<file path="src/rtl/l2_request_arbiter_pkg.sv">
// Shared L2 request definitions: packet layout, arbitration modes and a
// one-hot to index helper used by the arbiter and its grant path.
package l2_request_arbiter_pkg;

  localparam int CORE_W  = 4;
  localparam int OP_W    = 3;
  localparam int ADDR_W  = 32;
  localparam int DATA_W  = 32;
  localparam int MAX_SRC = 8;

  typedef enum logic [0:0] {
    ARB_ROUND_ROBIN = 1'b0,
    ARB_FIXED       = 1'b1
  } arb_mode_t;

  typedef struct packed {
    logic              valid;
    logic [CORE_W-1:0] core;
    logic [OP_W-1:0]   op;
    logic [ADDR_W-1:0] addr;
    logic [DATA_W-1:0] data;
  } l2req_packet_t;

  // OR of the indices of all set bits; exact for one-hot or zero inputs.
  function automatic logic [2:0] oh_to_idx(input logic [MAX_SRC-1:0] oh);
    logic [2:0] idx;
    idx = '0;
    for (int i = 0; i < MAX_SRC; i++) begin
      if (oh[i]) idx = idx | 3'(i);
    end
    return idx;
  endfunction

endpackage

</file>
<file path="src/rtl/l2_request_arbiter_rr_arbiter.sv">
// Single-grant arbiter: round-robin from an internal pointer, or fixed
// priority (index 0 highest) when the pointer is held at zero.
module rr_arbiter
  import l2_request_arbiter_pkg::*;
#(
  parameter int        N     = 3,
  parameter arb_mode_t MODE  = ARB_ROUND_ROBIN,
  localparam int       PTR_W = (N > 1) ? $clog2(N) : 1
) (
  input  logic         clk,
  input  logic         reset,
  input  logic [N-1:0] req,
  input  logic         en,
  output logic [N-1:0] grant
);

  logic [PTR_W-1:0]   ptr;
  logic [PTR_W-1:0]   ptr_next;
  logic [N-1:0]       upper_mask;
  logic [N-1:0]       masked_req;
  logic [N-1:0]       sel_req;
  logic [MAX_SRC-1:0] grant_ext;

  // Requests at or above the pointer win; otherwise wrap to the lowest index.
  always_comb begin
    upper_mask = ~((N'(1) << ptr) - N'(1));
    masked_req = req & upper_mask;
    sel_req    = (|masked_req) ? masked_req : req;
    grant      = en ? (sel_req & (~sel_req + N'(1))) : '0;
  end

  always_comb begin
    grant_ext          = '0;
    grant_ext[N-1:0]   = grant;
    if (int'(oh_to_idx(grant_ext)) + 1 >= N) begin
      ptr_next = '0;
    end else begin
      ptr_next = PTR_W'(int'(oh_to_idx(grant_ext)) + 1);
    end
  end

  always_ff @(posedge clk or posedge reset) begin
    if (reset) begin
      ptr <= '0;
    end else if (MODE == ARB_ROUND_ROBIN && |grant) begin
      ptr <= ptr_next;
    end
  end

endmodule

</file>
<file path="src/rtl/l2_request_arbiter.sv">
// Arbitrates L1 miss/store sources onto a single registered L2 request slot,
// tracking per-source outstanding requests against a credit limit.
module l2_request_arbiter
  import l2_request_arbiter_pkg::*;
#(
  parameter int        CORE_ID         = 0,
  parameter int        NUM_SOURCES     = 3,
  parameter int        MAX_OUTSTANDING = 4,
  parameter arb_mode_t ARB_MODE        = ARB_ROUND_ROBIN,
  localparam int       IDX_W           = (NUM_SOURCES > 1) ? $clog2(NUM_SOURCES) : 1,
  localparam int       CNT_W           = $clog2(MAX_OUTSTANDING + 1)
) (
  input  logic                                clk,
  input  logic                                reset,
  input  logic          [NUM_SOURCES-1:0]     src_request_valid,
  input  l2req_packet_t [NUM_SOURCES-1:0]     src_request,
  output logic          [NUM_SOURCES-1:0]     src_ack,
  output l2req_packet_t                       l2i_request,
  input  logic                                l2_ready,
  input  logic                                rsp_done_en,
  input  logic          [IDX_W-1:0]           rsp_done_src,
  output logic          [NUM_SOURCES-1:0]     src_idle
);

  // Handshake: a source's packet is taken in the cycle src_ack is high; the
  // L2 takes l2i_request at an edge where l2i_request.valid and l2_ready are
  // both high, and l2i_request is held unchanged while valid without ready.

  logic [CNT_W-1:0]       outstanding [NUM_SOURCES];
  logic [NUM_SOURCES-1:0] credit;
  logic [NUM_SOURCES-1:0] eligible;
  logic [NUM_SOURCES-1:0] grant;
  logic [MAX_SRC-1:0]     grant_ext;
  logic [IDX_W-1:0]       grant_idx;
  logic                   slot_free;
  logic                   arb_en;
  logic                   rsp_in_range;
  l2req_packet_t          load_pkt;

  assign slot_free    = !l2i_request.valid || l2_ready;
  assign arb_en       = slot_free && !reset;
  assign rsp_in_range = (int'(rsp_done_src) < NUM_SOURCES);

  // A retiring credit counts immediately, so a full source can be re-granted
  // in the very cycle its response comes back.
  always_comb begin
    for (int i = 0; i < NUM_SOURCES; i++) begin
      credit[i]   = rsp_done_en && rsp_in_range &&
                    (rsp_done_src == IDX_W'(i)) && (outstanding[i] != '0);
      eligible[i] = src_request_valid[i] &&
                    ((outstanding[i] < CNT_W'(MAX_OUTSTANDING)) || credit[i]);
      src_idle[i] = (outstanding[i] == '0);
    end
  end

  rr_arbiter #(
    .N    (NUM_SOURCES),
    .MODE (ARB_MODE)
  ) u_rr_arbiter (
    .clk   (clk),
    .reset (reset),
    .req   (eligible),
    .en    (arb_en),
    .grant (grant)
  );

  assign src_ack = grant;

  always_comb begin
    grant_ext                  = '0;
    grant_ext[NUM_SOURCES-1:0] = grant;
    grant_idx                  = IDX_W'(oh_to_idx(grant_ext));
    load_pkt                   = src_request[grant_idx];
    load_pkt.valid             = 1'b1;
    load_pkt.core              = CORE_W'(CORE_ID);
  end

  always_ff @(posedge clk or posedge reset) begin
    if (reset) begin
      l2i_request <= '0;
    end else if (slot_free) begin
      if (|grant) begin
        l2i_request <= load_pkt;
      end else if (l2_ready) begin
        l2i_request.valid <= 1'b0;
      end
    end
  end

  always_ff @(posedge clk or posedge reset) begin
    if (reset) begin
      for (int i = 0; i < NUM_SOURCES; i++) outstanding[i] <= '0;
    end else begin
      for (int i = 0; i < NUM_SOURCES; i++) begin
        if (grant[i] && !credit[i]) begin
          outstanding[i] <= outstanding[i] + CNT_W'(1);
        end else if (!grant[i] && credit[i]) begin
          outstanding[i] <= outstanding[i] - CNT_W'(1);
        end
      end
    end
  end

  // A retire for an idle or nonexistent source is a protocol error upstream.
  a_rsp_valid : assert property (@(posedge clk) disable iff (reset)
    rsp_done_en |-> |credit);

endmodule

</file>
<file path="config.mk">
export PLATFORM = sky130hd
export DESIGN_NAME = l2_request_arbiter
export DESIGN_NICKNAME = d
export VERILOG_FILES = /design/src/rtl/l2_request_arbiter_pkg.sv /design/src/rtl/l2_request_arbiter_rr_arbiter.sv /design/src/rtl/l2_request_arbiter.sv
export SDC_FILE = /design/constraint.sdc
export NUM_CORES = 1
export LEC_CHECK = 0
export CAP_MARGIN = 25
export CORE_MARGIN = 8
export CORE_UTILIZATION = 39
export CTS_CLUSTER_DIAMETER = 120
export DETAILED_ROUTE_END_ITERATION = 7
export PLACE_DENSITY = 0.88
export SLEW_MARGIN = 10
export SYNTH_ARGS = -nofsm -noshare
export SYNTH_HDL_FRONTEND = slang
export SYNTH_SLANG_ARGS = --single-unit
</file>
<file path="constraint.sdc">
create_clock -name clk -period 7.7 [get_ports clk]
set_clock_uncertainty 0.2 [all_clocks]
set_input_delay 0.77 -clock clk [delete_from_list [all_inputs] [get_ports clk]]
set_output_delay 0.77 -clock clk [all_outputs]
set_load 0.01 [all_outputs]
</file>
==> results by group <==
Critical path
  – Critical Path, Cell by Cell: clkdlybuf4s50_1 > clkinv_2 > and2_1 > o2111ai_4 > inv_2 > buf_4 > clkdlybuf4s50_1
  – CP Launch Point: reset
  – Worst Setup End Kind: output port
  – CP max FO: 39
  – CP Class: input port to output port
  – Crit path top cell by count: clkdlybuf4s50_1
  – Slowest cell on crit path: clkdlybuf4s50_1
  – Critical path launch point type: input port
  – Reg-to-reg critical path startpoint: l2i_request[71]$_DFFE_PP0P_
  – CP required: between 6 and 7 ns
  – Slowest Stage Delay on Critical Path: ~0.62 ns
  – Arrival @ worst endpoint: approximately 3.9 ns
  – R2R Setup Slk: 4.31 ns

Yosys
  – Async set-reset flop share out of synthesis: 100%
  – Synth cell types: 44
  – Synthesized area per cell: approximately 11 µm²
  – #FFs+latches synth: just under 80
  – Cell Area, Synth: around 0.0045 mm²
  – Cell count after synthesis: ~400
  – Register area share after synthesis: 43.9%
  – YS warnings: 0
  – Ys flop type: dfrtp_1
  – Number of synthesized flops with an enable pin: 0

STA
  – Peak Freq: between 200 and 250 MHz
  – Setup tns final: 0 ns
  – Final Max Slew Viols: 0
  – Max-Slew Margin vs Limit: 36.3%
  – Tcrit/Tclk final: between 60% and 70%
  – Setup Viol. Count Final: 0
  – Hold slack final: roughly 0.29 ns
  – Fin crit period: a little under 5 ns
  – Final Hold Viols: 0
  – Setup WS post-layout: 2.84 ns
  – Worst-margin pin slew: between 0.9 and 1 ns
  – RSZ-0062 raised after global routing: false

Run status
  – Status: completed

Route
  – DRC: 0
  – Vias: about 4900
  – DRT Pass-1 Iters: 5
  – Vias per cell: slightly above 6
  – Routed wire length: between 15000 and 20000 µm
  – WL/cell: approximately 24 µm
  – Iter 0 DRT Violations: 321
  – Post-route antenna net violation count: 0

Clock tree
  – Root Driver: clkbuf_16
  – CTS H-Tree Depth: 3
  – Post-cts repair resize count: 0
  – Clk buf depth: 2
  – CTS Buf Count: 9
  – CTS Sinks: ~80
  – Worst skew pair latency: between 0.3 and 0.4 ns
  – Cts-stage hold buffer count: 0
  – Postcts setup bufs: 0
  – CTS tree: built
  – CTS clock-pin slew for the worst setup and hold paths: approximately 0.060 ns

Final layout
  – Final instance area: between 0.007 and 0.008 mm²
  – Post-Route Utilization: between 60% and 70%
  – Final std cells w/o fill: 799
  – Fraction of layout instances using a drive strength above 1: 5.79%
  – N_diodes: 0
  – Layout area overhead: 69.2%
  – # nets final: just under 900

Power and ir drop
  – Tot Pwr: approximately 2.6 mW
  – Power density over the cells: roughly 340 mW/mm²
  – Leak: between 2 and 3 nW
  – Worst vdd ir: a little under 0.2 mV

Global route
  – Initial antenna violation count: 0
  – First-pass GRT wire length: approximately 28000 µm
  – Total Routing Usage GR: between 20% and 30%
  – Largest net degree at the start of global routing: 72
  – Gr ovfl total: 0
  – Vias in the first global route: ~5300

Placed design
  – GPL Wtd Cong: 0.868
  – Pre-CTS setup slack: 2.19 ns
  – Port Buffers: approximately 280
  – Final HPWL DP: around 14000 µm
  – Placed Area: 0.00731 mm²
  – Placed Cells: 782

Floorplan
  – Row count: 39
  – Placeable Area: 0.0114 mm²
  – I/O Pins: just over 300
  – Initial Util: between 30% and 40%
  – Die height: about 120 µm
  – Die X: ~120 µm
  – Die ar.: between 0.015 and 0.02 mm²

Worst hold path
  – Worst hold path class: flop to flop
  – Hold path start: l2i_request[66]$_DFFE_PP0P_

Run
  – MaxCap Viol Count: 0
-- worst max-delay path, delay by kind of cell --
family / cells / cell delay [ns]
and+or+nand+nor: 1 / 0.38
buffers and inverters: 5 / 2.51
AOI/OAI and AO/OA: 1 / 0.17
-- power breakdown --
part	switching (mW)	total (mW)	internal, mW
logic	0.610	1.38	0.772
clock network	0.162	0.421	0.259
registers	0.145	0.782	0.637
total	0.917	2.59	1.67
-- final timing paths --
path | to | cells past startpoint
max | src_ack[2] | 7
min | l2i_request[66]$_DFFE_PP0P_ | 1
max reg2reg | outstanding[2]$_DFFE_PP0P_ | 11
min reg2reg | l2i_request[66]$_DFFE_PP0P_ | 1
max in group asynchronous | l2i_request[60]$_DFFE_PP0P_ | 3
min in group asynchronous | l2i_request[26]$_DFFE_PP0P_ | 2
-- Yosys cell counts, drive strengths merged (3+ instances only) --
| cell | number | share of area, % |
|---|---|---|
| nor3 | 3 | 0.33 |
| o211ai | 3 | 0.92 |
| a311oi | 7 | 1.4 |
| xnor2 | 6 | 1.2 |
| dfrtp | 79 | 44 |
| xor2 | 3 | 0.58 |
| a2bb2oi | 60 | 12 |
| clkbuf | 26 | 2.2 |
| inv | 9 | 0.75 |
| fa | 3 | 1.3 |
| a22oi | 60 | 10 |
| o21a | 3 | 0.50 |
| mux2 | 3 | 0.75 |
| buf | 27 | 4.3 |
| ha | 3 | 0.83 |
| o2bb2ai | 7 | 1.4 |
| nor2 | 4 | 0.33 |
| nand2b | 7 | 0.97 |
| o311ai | 60 | 12 |
| o22ai | 7 | 0.97 |
-- cells by family after synthesis --
family                     Yosys count  synth area share [%]
AOI/OAI and AO/OA                  213                  40.2
xor gates and xnor gates             9                  1.75
adders and majority gates            6                  2.17
buffers and inverters               62                  7.22
DFF                                 79                  43.9
muxes                                3                 0.750
other                                1                0.0832
and+or+nand+nor                     26                  3.97
-- cell type report --
cell class                 instances  area (µm²)
inverter                           9        35.0
clock buffer                      12         246
multi-input combinational        261        2220
tap                              143         179
timing repair buffer             291        2930
clock inverter                     4        45.0
fill                             846        3740
sequential                        79        1980
-- per-layer routing --
layer | global-route usage (%) | routed length (µm) | share of wire (%) | vias up
met5 | 0 | 0 | 0 | -
met4 | 10.0 | 592 | 3.1 | 0
met3 | 6.30 | 1640 | 8.7 | 45
met2 | 41.5 | 9740 | 52 | 278
met1 | 26.1 | 6910 | 37 | 2378
li1 | - | - | - | 2162
-- registers in the layout, indices dropped and copies added, names as in the netlist --
register          count
u_rr_arbiter.ptr      2
outstanding           9
l2i_request          68
-- placed cells by master (no fill, tap or decap), drive strengths merged, types with 2 or more instances in the layout --
| cell type | Yosys | final |
|---|---|---|
| a22oi | 60 | 60 |
| nor3 | 3 | 3 |
| nand2 | 2 | 2 |
| xor2 | 3 | 3 |
| clkbuf | 26 | 12 |
| o2bb2ai | 7 | 7 |
| o2111ai | 2 | 2 |
| o211ai | 3 | 3 |
| o311ai | 60 | 60 |
| nor2 | 4 | 4 |
| a2bb2oi | 60 | 60 |
| nand4 | 2 | 2 |
| and3b | 2 | 2 |
| o21a | 3 | 3 |
| a311oi | 7 | 7 |
| clkdlybuf4s50 | 0 | 283 |
| buf | 27 | 8 |
| mux2 | 3 | 3 |
| o22ai | 7 | 7 |
| conb | 1 | 4 |
| fa | 3 | 3 |
| xnor2 | 6 | 6 |
| dfrtp | 79 | 79 |
| o21ai | 2 | 2 |
| ha | 3 | 3 |
| inv | 9 | 8 |
| clkinv | 0 | 4 |
| nand2b | 7 | 7 |
Note: power is estimated with default switching activity, not from simulation.
